## src/rtl/ocp_copy_engine.sv

```systemverilog
// ocp_copy_engine: OCP initiator that copies a block of 32-bit words from a
// source to a destination address, one read followed by one write per word.
// A response timeout and non-DVA responses abort the copy with a sticky error.
module ocp_copy_engine #(
  parameter int CNT_WIDTH = 16,
  parameter int TIMEOUT   = 255
) (
  input  logic                 clk,
  input  logic                 rst,
  input  logic                 i_start,
  input  logic [31:0]          i_src,
  input  logic [31:0]          i_dst,
  input  logic [CNT_WIDTH-1:0] i_count,
  output logic                 o_busy,
  output logic                 o_done,
  output logic                 o_err,
  output logic [CNT_WIDTH-1:0] o_remaining,
  output logic [31:0]          o_MAddr,
  output logic [2:0]           o_MCmd,
  output logic [31:0]          o_MData,
  output logic [3:0]           o_MByteEn,
  input  logic                 i_SCmdAccept,
  input  logic [31:0]          i_SData,
  input  logic [1:0]           i_SResp
);

  localparam logic [2:0] OCP_CMD_IDLE  = 3'b000;
  localparam logic [2:0] OCP_CMD_WRITE = 3'b001;
  localparam logic [2:0] OCP_CMD_READ  = 3'b010;
  localparam logic [1:0] OCP_RESP_NULL = 2'b00;
  localparam logic [1:0] OCP_RESP_DVA  = 2'b01;

  // The counter only ever holds 0..TIMEOUT-1; reaching TIMEOUT-1 while the
  // response is still NULL means this is the last cycle we are willing to wait.
  localparam int                   TMO_WIDTH = $clog2(TIMEOUT + 1);
  localparam logic [TMO_WIDTH-1:0] TMO_LAST  = TMO_WIDTH'(TIMEOUT - 1);

  typedef enum logic [2:0] {
    ST_IDLE    = 3'd0,
    ST_RD_CMD  = 3'd1,
    ST_RD_RESP = 3'd2,
    ST_WR_CMD  = 3'd3,
    ST_WR_RESP = 3'd4,
    ST_DONE    = 3'd5
  } state_t;

  state_t                 state_r;
  state_t                 state_nxt_s;
  logic [31:0]            src_r;
  logic [31:0]            dst_r;
  logic [31:0]            src_nxt_s;
  logic [31:0]            dst_nxt_s;
  logic [CNT_WIDTH-1:0]   rem_nxt_s;
  logic                   err_nxt_s;
  logic [TMO_WIDTH-1:0]   tmo_cnt_r;
  logic [TMO_WIDTH-1:0]   tmo_nxt_s;
  logic                   capture_s;
  logic                   unused_addr_lsb_s;

  // Byte-offset bits of the addresses are deliberately dropped (word copies only).
  assign unused_addr_lsb_s = ^{i_src[1:0], i_dst[1:0]};

  // Next-state and datapath update rules for the copy sequencer
  always_comb begin
    state_nxt_s = state_r;
    src_nxt_s   = src_r;
    dst_nxt_s   = dst_r;
    rem_nxt_s   = o_remaining;
    err_nxt_s   = o_err;
    tmo_nxt_s   = tmo_cnt_r;
    capture_s   = 1'b0;
    case (state_r)
      ST_IDLE: begin
        if (i_start) begin
          src_nxt_s = {i_src[31:2], 2'b00};
          dst_nxt_s = {i_dst[31:2], 2'b00};
          rem_nxt_s = i_count;
          err_nxt_s = 1'b0;
          if (i_count == {CNT_WIDTH{1'b0}}) begin
            state_nxt_s = ST_DONE;
          end else begin
            state_nxt_s = ST_RD_CMD;
          end
        end else begin
          state_nxt_s = ST_IDLE;
        end
      end
      ST_RD_CMD: begin
        if (i_SCmdAccept) begin
          state_nxt_s = ST_RD_RESP;
          tmo_nxt_s   = {TMO_WIDTH{1'b0}};
        end else begin
          state_nxt_s = ST_RD_CMD;
        end
      end
      ST_RD_RESP: begin
        if (i_SResp == OCP_RESP_NULL) begin
          if (tmo_cnt_r == TMO_LAST) begin
            err_nxt_s   = 1'b1;
            state_nxt_s = ST_DONE;
          end else begin
            tmo_nxt_s = tmo_cnt_r + TMO_WIDTH'(1);
          end
        end else if (i_SResp == OCP_RESP_DVA) begin
          capture_s   = 1'b1;
          state_nxt_s = ST_WR_CMD;
        end else begin
          err_nxt_s   = 1'b1;
          state_nxt_s = ST_DONE;
        end
      end
      ST_WR_CMD: begin
        if (i_SCmdAccept) begin
          state_nxt_s = ST_WR_RESP;
          tmo_nxt_s   = {TMO_WIDTH{1'b0}};
        end else begin
          state_nxt_s = ST_WR_CMD;
        end
      end
      ST_WR_RESP: begin
        if (i_SResp == OCP_RESP_NULL) begin
          if (tmo_cnt_r == TMO_LAST) begin
            err_nxt_s   = 1'b1;
            state_nxt_s = ST_DONE;
          end else begin
            tmo_nxt_s = tmo_cnt_r + TMO_WIDTH'(1);
          end
        end else if (i_SResp == OCP_RESP_DVA) begin
          // Remaining only drops once the write is confirmed, so an aborted
          // word is still reported as outstanding.
          src_nxt_s = src_r + 32'd4;
          dst_nxt_s = dst_r + 32'd4;
          rem_nxt_s = o_remaining - CNT_WIDTH'(1);
          if (o_remaining == CNT_WIDTH'(1)) begin
            state_nxt_s = ST_DONE;
          end else begin
            state_nxt_s = ST_RD_CMD;
          end
        end else begin
          err_nxt_s   = 1'b1;
          state_nxt_s = ST_DONE;
        end
      end
      ST_DONE: begin
        state_nxt_s = ST_IDLE;
      end
      default: begin
        state_nxt_s = ST_IDLE;
      end
    endcase
  end

  // State, datapath and registered OCP/status outputs, all derived from next-state values
  always_ff @(posedge clk) begin
    if (rst) begin
      state_r     <= ST_IDLE;
      src_r       <= 32'd0;
      dst_r       <= 32'd0;
      tmo_cnt_r   <= {TMO_WIDTH{1'b0}};
      o_remaining <= {CNT_WIDTH{1'b0}};
      o_err       <= 1'b0;
      o_busy      <= 1'b0;
      o_done      <= 1'b0;
      o_MCmd      <= OCP_CMD_IDLE;
      o_MAddr     <= 32'd0;
      o_MData     <= 32'd0;
      o_MByteEn   <= 4'hF;
    end else begin
      state_r     <= state_nxt_s;
      src_r       <= src_nxt_s;
      dst_r       <= dst_nxt_s;
      tmo_cnt_r   <= tmo_nxt_s;
      o_remaining <= rem_nxt_s;
      o_err       <= err_nxt_s;
      o_busy      <= (state_nxt_s != ST_IDLE);
      o_done      <= (state_nxt_s == ST_DONE);
      o_MByteEn   <= 4'hF;
      case (state_nxt_s)
        ST_RD_CMD: begin
          o_MCmd  <= OCP_CMD_READ;
          o_MAddr <= src_nxt_s;
        end
        ST_WR_CMD: begin
          o_MCmd  <= OCP_CMD_WRITE;
          o_MAddr <= dst_nxt_s;
        end
        default: begin
          o_MCmd  <= OCP_CMD_IDLE;
        end
      endcase
      if (capture_s) begin
        o_MData <= i_SData;
      end
    end
  end

endmodule

```

## config.mk

```make
export PLATFORM = sky130hd
export DESIGN_NAME = ocp_copy_engine
export DESIGN_NICKNAME = d
export VERILOG_FILES = /design/src/rtl/ocp_copy_engine.sv
export SDC_FILE = /design/constraint.sdc
export NUM_CORES = 1
export LEC_CHECK = 0
export CAP_MARGIN = 5
export CELL_PAD_IN_SITES_DETAIL_PLACEMENT = 1
export CELL_PAD_IN_SITES_GLOBAL_PLACEMENT = 1
export CORE_AREA = 5 5 171 173
export CTS_CLUSTER_SIZE = 10
export DETAILED_ROUTE_END_ITERATION = 16
export DIE_AREA = 0 0 176 178
export GPL_TIMING_DRIVEN = 0
export PLACE_DENSITY_LB_ADDON = 0.1
export SKIP_LAST_GASP = 1
export SYNTH_ARGS = -nofsm -noshare
export SYNTH_HDL_FRONTEND = slang
export SYNTH_SLANG_ARGS = --single-unit
```

## constraint.sdc

```tcl
create_clock -name clk -period 2.43 [get_ports clk]
set_input_delay 0.486 -clock clk [delete_from_list [all_inputs] [get_ports clk]]
set_output_delay 0.486 -clock clk [all_outputs]
set_load 0.03 [all_outputs]
```

* Word-level counts from Yosys, hierarchy flattened
Index checks and enable logic that the tools add are counted.
** Operators by class
- Add/sub/neg operators :: 4
- Equality and inequality tests :: 18
- Multiplexer cells :: 37
- Reductions and logical operators :: 13
** Operators by type and width (count)
- $mux 32 :: 6
- $pmux 32 s2 :: 3
- $add 32x3->32 const B :: 2
- $mux 16 :: 3
- $pmux 16 s2 :: 1
- $mux 3 :: 9
- $mux 8 :: 3
- $eq 16x1->1 const B :: 1
- $logic_not 16->1 :: 1
- $pmux 8 s2 :: 1
- $sub 16x1->16 const B :: 1
- $pmux 3 s5 :: 1
- $reduce_and 4->1 :: 3
- $eq 3x2->1 const B :: 3
- $add 8x1->8 const B :: 1
- $eq 8x8->1 const B :: 1
- $ne 2x2->1 const B :: 4
- $reduce_bool 2->1 :: 4
- $mux 1 :: 7
- $eq 3x1->1 const B :: 2
- $eq 3x3->1 const B :: 2
- $ne 2x1->1 const B :: 2
- $pmux 2 s2 :: 1
- $reduce_or 2->1 :: 2
- other kinds (8) :: 8
** Word-level totals
- Output and inout bits :: 90
- Input port bits :: 118
- Register bits after elaboration :: 161
- Word-level logic and storage cells :: 83

* Longest topological paths before layout
- Depth in word-level cells :: 7
- Depth in mapped cells :: 10
- Mapped depth without buffers :: 8

* Least setup slack after synthesis
Ideal clock, no wire load.
- Kind :: input to register
- Start point :: input i_SResp[1]
- End point :: register o_MAddr[23]
- Stages on the path :: 7
- Arrival time :: 2.428 ns
- Data required time :: 2.339 ns
- Setup slack :: -0.089 ns
- Setup time :: 0.091 ns
- Cells stage by stage :: buf_2 -> nand4b_4 -> nor4_1 -> nand4_1 -> mux2i_1 -> a211o_1 -> a311oi_1
** Between the ends
- Word-level cells in the longest chain between the ends :: 6
** Ends and longest elaborated chain
- from (decl) :: line 24 : input logic [1:0] i_SResp
- $eq 2x1->1 :: line 104, 128
- $mux 3, on equally long branches :: line 128, 104
- $mux 3, on equally long branches :: line 121, 97
- $pmux 3 s5 :: line 72 : case (state_r)
- $eq 3x2->1 or $eq 3x1->1 (tied branches) :: line 178 : case (state_nxt_s)
- $pmux 32 s2 or $reduce_bool 2->1 (tied branches)
- to (signal assigned) :: line 181 : o_MAddr <= src_nxt_s;
- to (signal assigned) :: line 185 : o_MAddr <= dst_nxt_s;
- to (decl) :: line 18 : output logic [31:0] o_MAddr,
Several ways; a longest one is shown, not always the timed one.
A chain may end at the register's enable or synchronous reset.

* Worst setup path in the final report
- Start point :: register tmo_cnt_r[0]
- End point :: register o_MAddr[23]
** Between the ends
- Word-level cells in the longest chain between the ends :: 6
** Ends and longest elaborated chain
- from (decl) :: line 55 : logic [TMO_WIDTH-1:0] tmo_cnt_r;
- from (signal assigned) :: line 159 : tmo_cnt_r <= {TMO_WIDTH{1'b0}};
- from (signal assigned) :: line 172 : tmo_cnt_r <= tmo_nxt_s;
- $eq 8x8->1 (*) :: line 98, 122
- $mux 3 (*) :: line 98, 122
- $mux 3, on equally long branches :: line 121, 97
- $pmux 3 s5 (*) :: line 72
- $eq 3x2->1 or $eq 3x1->1 (tied branches) :: line 178
- $pmux 32 s2 or $reduce_bool 2->1 (tied branches)
Every way passes the cells marked *; elsewhere a longest branch is shown, timed or not.

==> qor.tcl <==
set qor(worst_setup_path_start_kind) {register}
set qor(yosysSeqAreaShare_pct) 35.7
set qor(cellInternalPower_mw) 5.23
set qor(io_buffers) 196
set qor(final_period_util_pct) 101
set qor(netSwitchingPower_mw) 3.22
set qor(seq_area_mm2) 0.00325
set qor(totalWireLength_mm) 47.4
set qor(power-per-cell-area_mw_per_mm2) 638
set qor(post-route-min-period_ns) 2.46
set qor(detailed_place_hpwl_mm) 33.0
set qor(placement.cell_area_mm2) 0.0114
set qor(post_place_cells) 1722
set qor(clkTransAtPathRegs_ns) 0.09
set qor(req_time_crit_path_ns) 2.78
set qor(largest_net_degree_at_the_start_of_global_routing) 19
set qor(layout-drive-gt1-share_pct) 18.8
set qor(cts_buffer_depth) 2
set qor(fin_worst_hold_slack_ns) 0.456
set qor(post-route-drc-count) 0
set qor(synth_edf_count) 0
set qor(grt_pass1_vias) 10800
set qor(max_freq_mhz) 406
set qor(setup_viol) 8
set qor(number_of_antenna_violating_nets_in_the_routed_design) 0
set qor(multi_input_comb_area_mm2) 0.00584
set qor(num-fill-cells) 3320
set qor(pwr-share-comb_pct) 30.0
set qor(postSynth.asyncResetShare_pct) 0
set qor(die_height_um) 178
set qor(fin_cells) 1813
set qor(final.setup_skew_ns) 0.0204
set qor(postSynthRegisterBits) 160
set qor(setup.reg_to_reg.worst_slack_ns) -0.03
set qor(clock-root-buffer) {sky130_fd_sc_hd__clkbuf_16}
set qor(maxCapViolations) 0
set qor(syn_area_per_cell_um2) 7.62
set qor(r2r-end) {o_MAddr[23]}
set qor(start_util_pct) 32.6
set qor(vdd.ir_drop.worst_v) 0.000341
set qor(ys.flop_type) {sky130_fd_sc_hd__dfxtp_1}
set qor(area_delta_synth_final_pct) 47.7
set qor(grt_setup_unrepaired) {true}
set qor(place_ws_ns) -1.71
set qor(dr_total_vias) 11100
set qor(power.sequential.fraction_pct) 36.7
set qor(cts_tree) {done}
set qor(hold_viol_final) 0
set qor(routabilityCongestion) 0.957
set qor(die_x_um) 176
set qor(worst_slack_ns) -0.0327
set qor(drtIter0Drc) 1150
set qor(relSlewSlack_pct) 22.3
set qor(drt-vias-per-instance) 6.13
set qor(boundaryPins) 208
set qor(worstSetupEndpointType) {register}
set qor(synth_cell_types) 85
set qor(worst_case_hold_path_end_point) {o_MData[12]}
set qor(mappedNetlistArea_mm2) 0.00897
set qor(track_usage_pct) 28.3
set qor(latest_clock_arrival_within_the_worst_skew_pair_ns) 0.45
set qor(firstDrtPassIters) 5
set qor(setup.worst_path.class) {reg2reg}
set qor(antenna_violations_before_repair) 2
set qor(violations_in_the_final_reports) {negative setup slack}
set qor(startpoint_of_the_tightest_hold_check_path) {o_MData[12]}
set qor(run_status) {finished, violations left}
set qor(timing_max_transition_violations_final) 0
set qor(critical_path_peak_fanout) 10
set qor(synth_instances) 1177
set qor(cts_bufs_inserted) 17
set qor(grt_pass1_wl_mm) 67.4
set qor(reg2regPathDepth) 9
set qor(nets) 1577
set qor(power.share.clock_pct) 33.3
set qor(wl_per_cell_um) 26.2
set qor(cellLeakagePower_nw) 4.71
set qor(numClockSinks) 160
set qor(rows) 61
set qor(globalRouteOverflowTotal) 0
set qor(whs_path_depth) 2
set qor(worst_r2r_startpoint) {tmo_cnt_r[0]}
set qor(final_design_area_no_fill_mm2) 0.0132
set qor(yosysWarningCount) 0
set qor(h_tree_depth) 4
set qor(cts_hold_buffers) 0
set qor(finalPower_mw) 8.45
set qor(worst_hold_path_type) {reg2reg}
set qor(cp.arrival_ns) 2.82
set qor(switching_share_pct) 38.1
set qor(overall_die_area_mm2) 0.0313
set qor(worst-slew-pin-transition_ns) 1.17
set qor(design.core.area_mm2) 0.0275
-- Yosys cell counts (11+ instances only) --
library cell	instances	area share (%)
sky130_fd_sc_hd__nand2_1	170	7.1
sky130_fd_sc_hd__dfxtp_1	160	36
sky130_fd_sc_hd__nor2_1	113	4.7
sky130_fd_sc_hd__a21oi_1	109	6.1
sky130_fd_sc_hd__clkbuf_1	62	2.6
sky130_fd_sc_hd__o21ai_0	45	2.5
sky130_fd_sc_hd__nand3_1	44	2.5
sky130_fd_sc_hd__nor3_1	34	1.9
sky130_fd_sc_hd__a211oi_1	25	2.1
sky130_fd_sc_hd__nand4_1	25	1.7
sky130_fd_sc_hd__o22ai_1	24	1.7
sky130_fd_sc_hd__inv_1	23	0.96
sky130_fd_sc_hd__a31oi_1	22	1.5
sky130_fd_sc_hd__and2_1	22	1.5
sky130_fd_sc_hd__nor4_1	21	1.5
sky130_fd_sc_hd__a22oi_1	16	1.3
sky130_fd_sc_hd__buf_2	16	0.89
sky130_fd_sc_hd__mux2i_1	13	1.5
sky130_fd_sc_hd__and3_1	12	0.84
sky130_fd_sc_hd__buf_1	11	0.46
sky130_fd_sc_hd__or4_1	11	0.92
-- critical path: stages (launching register included) --
cell and delay (ns):
sky130_fd_sc_hd__dfxtp_2 0.35, sky130_fd_sc_hd__inv_1 0.09, sky130_fd_sc_hd__ha_1 0.22, sky130_fd_sc_hd__nand4b_1 0.15, sky130_fd_sc_hd__o211ai_1 0.36, sky130_fd_sc_hd__nand2_2 0.17
sky130_fd_sc_hd__clkbuf_4 0.24, sky130_fd_sc_hd__clkbuf_8 0.23, sky130_fd_sc_hd__a211o_1 0.32, sky130_fd_sc_hd__a311oi_2 0.25
-- power groups by stage --
| stage | registers [mW] | clock network [mW] | logic [mW] |
|---|---|---|---|
| 2_1_floorplan | 3.27 | 0 | 1.01 |
| 3_3_place_gp | 3.12 | 0 | 2.17 |
| 3_5_place_dp | 3.12 | 0 | 2.19 |
| 4_1_cts | 3.07 | 2.85 | 2.34 |
| 5_1_grt | 3.12 | 2.96 | 2.65 |
| 6_report | 3.10 | 2.81 | 2.53 |
-- per-layer routing --
metal / up-vias / share of wire (%) / global-route usage (%)
met4: 4 / 4.1 / 11.0
met2: 567 / 46 / 46.0
met1: 5487 / 41 / 36.1
li1: 4939 / - / -
met3: 121 / 9.1 / 7.31
met5: - / 0.055 / 0
-- flip-flops by register name (all words and copies together), names as in the netlist, 2 cells and up --
name,cells
state_r,3
src_r,32
o_MData,32
o_MAddr,32
o_MCmd,2
tmo_cnt_r,8
dst_r,32
o_remaining,16
-- layout by cell type, fill, tap and decap left out, drive strengths merged, types with 29 or more instances in the layout --
master,Yosys,layout
inv,23,29
o21ai,47,47
buf,35,90
nor2,113,113
dfxtp,160,160
clkbuf,63,85
nor3,35,35
nand3,45,45
a21oi,109,109
clkdlybuf4s50,0,194
nand2,170,170
-- cell type report --
| type | count | area share, % |
|---|---|---|
| antenna | 1 | 0.0189 |
| buffer | 97 | 4.62 |
| clock buffer | 17 | 3.21 |
| clock inverter | 15 | 1.29 |
| inverter | 23 | 0.680 |
| multi-input combinational | 899 | 44.1 |
| sequential | 160 | 24.5 |
| tap | 346 | 3.27 |
| timing repair buffer | 255 | 18.3 |
-- logic make-up after synthesis --
kind of cell	count (synthesis)	synth area share, %
AO/OA/AOI/OAI	356	26.9
XOR/XNOR	3	0.293
adder cells (fa/ha/maj)	6	0.837
buffers and inverters	121	5.68
flip-flops	160	35.7
multiplexers	18	2.08
other	2	0.0838
AND/OR/NAND/NOR	511	28.4
-- what timing repair did --
item / in CTS / in global routing
cloned: 1 / 2
endpoints found under the setup margin: 153 / 59
setup buffers: 22 / 34
pin swaps: 17 / 31
resized for setup: 133 / 104
-- per-stage QoR --
step / setup TNS (ns) / util [%]
global placement: -137.85 / 41.5
global route: -0.644 / 48.2
detailed placement: -136.50 / 41.5
finish: -0.136 / 48.2
CTS: -0.496 / 45.9
floorplan: 0 / -
-- how the worst max path moves through the flow --
stage	from	end
4_1_cts	src_r[2]	o_MAddr[30]
3_3_place_gp	i_start	o_MAddr[24]
3_5_place_dp	i_start	o_MAddr[24]
6_report	tmo_cnt_r[0]	o_MAddr[23]
5_1_grt	tmo_cnt_r[0]	o_MAddr[23]
2_1_floorplan	i_SResp[1]	o_MAddr[26]
Note: power is estimated with default switching activity, not from simulation.
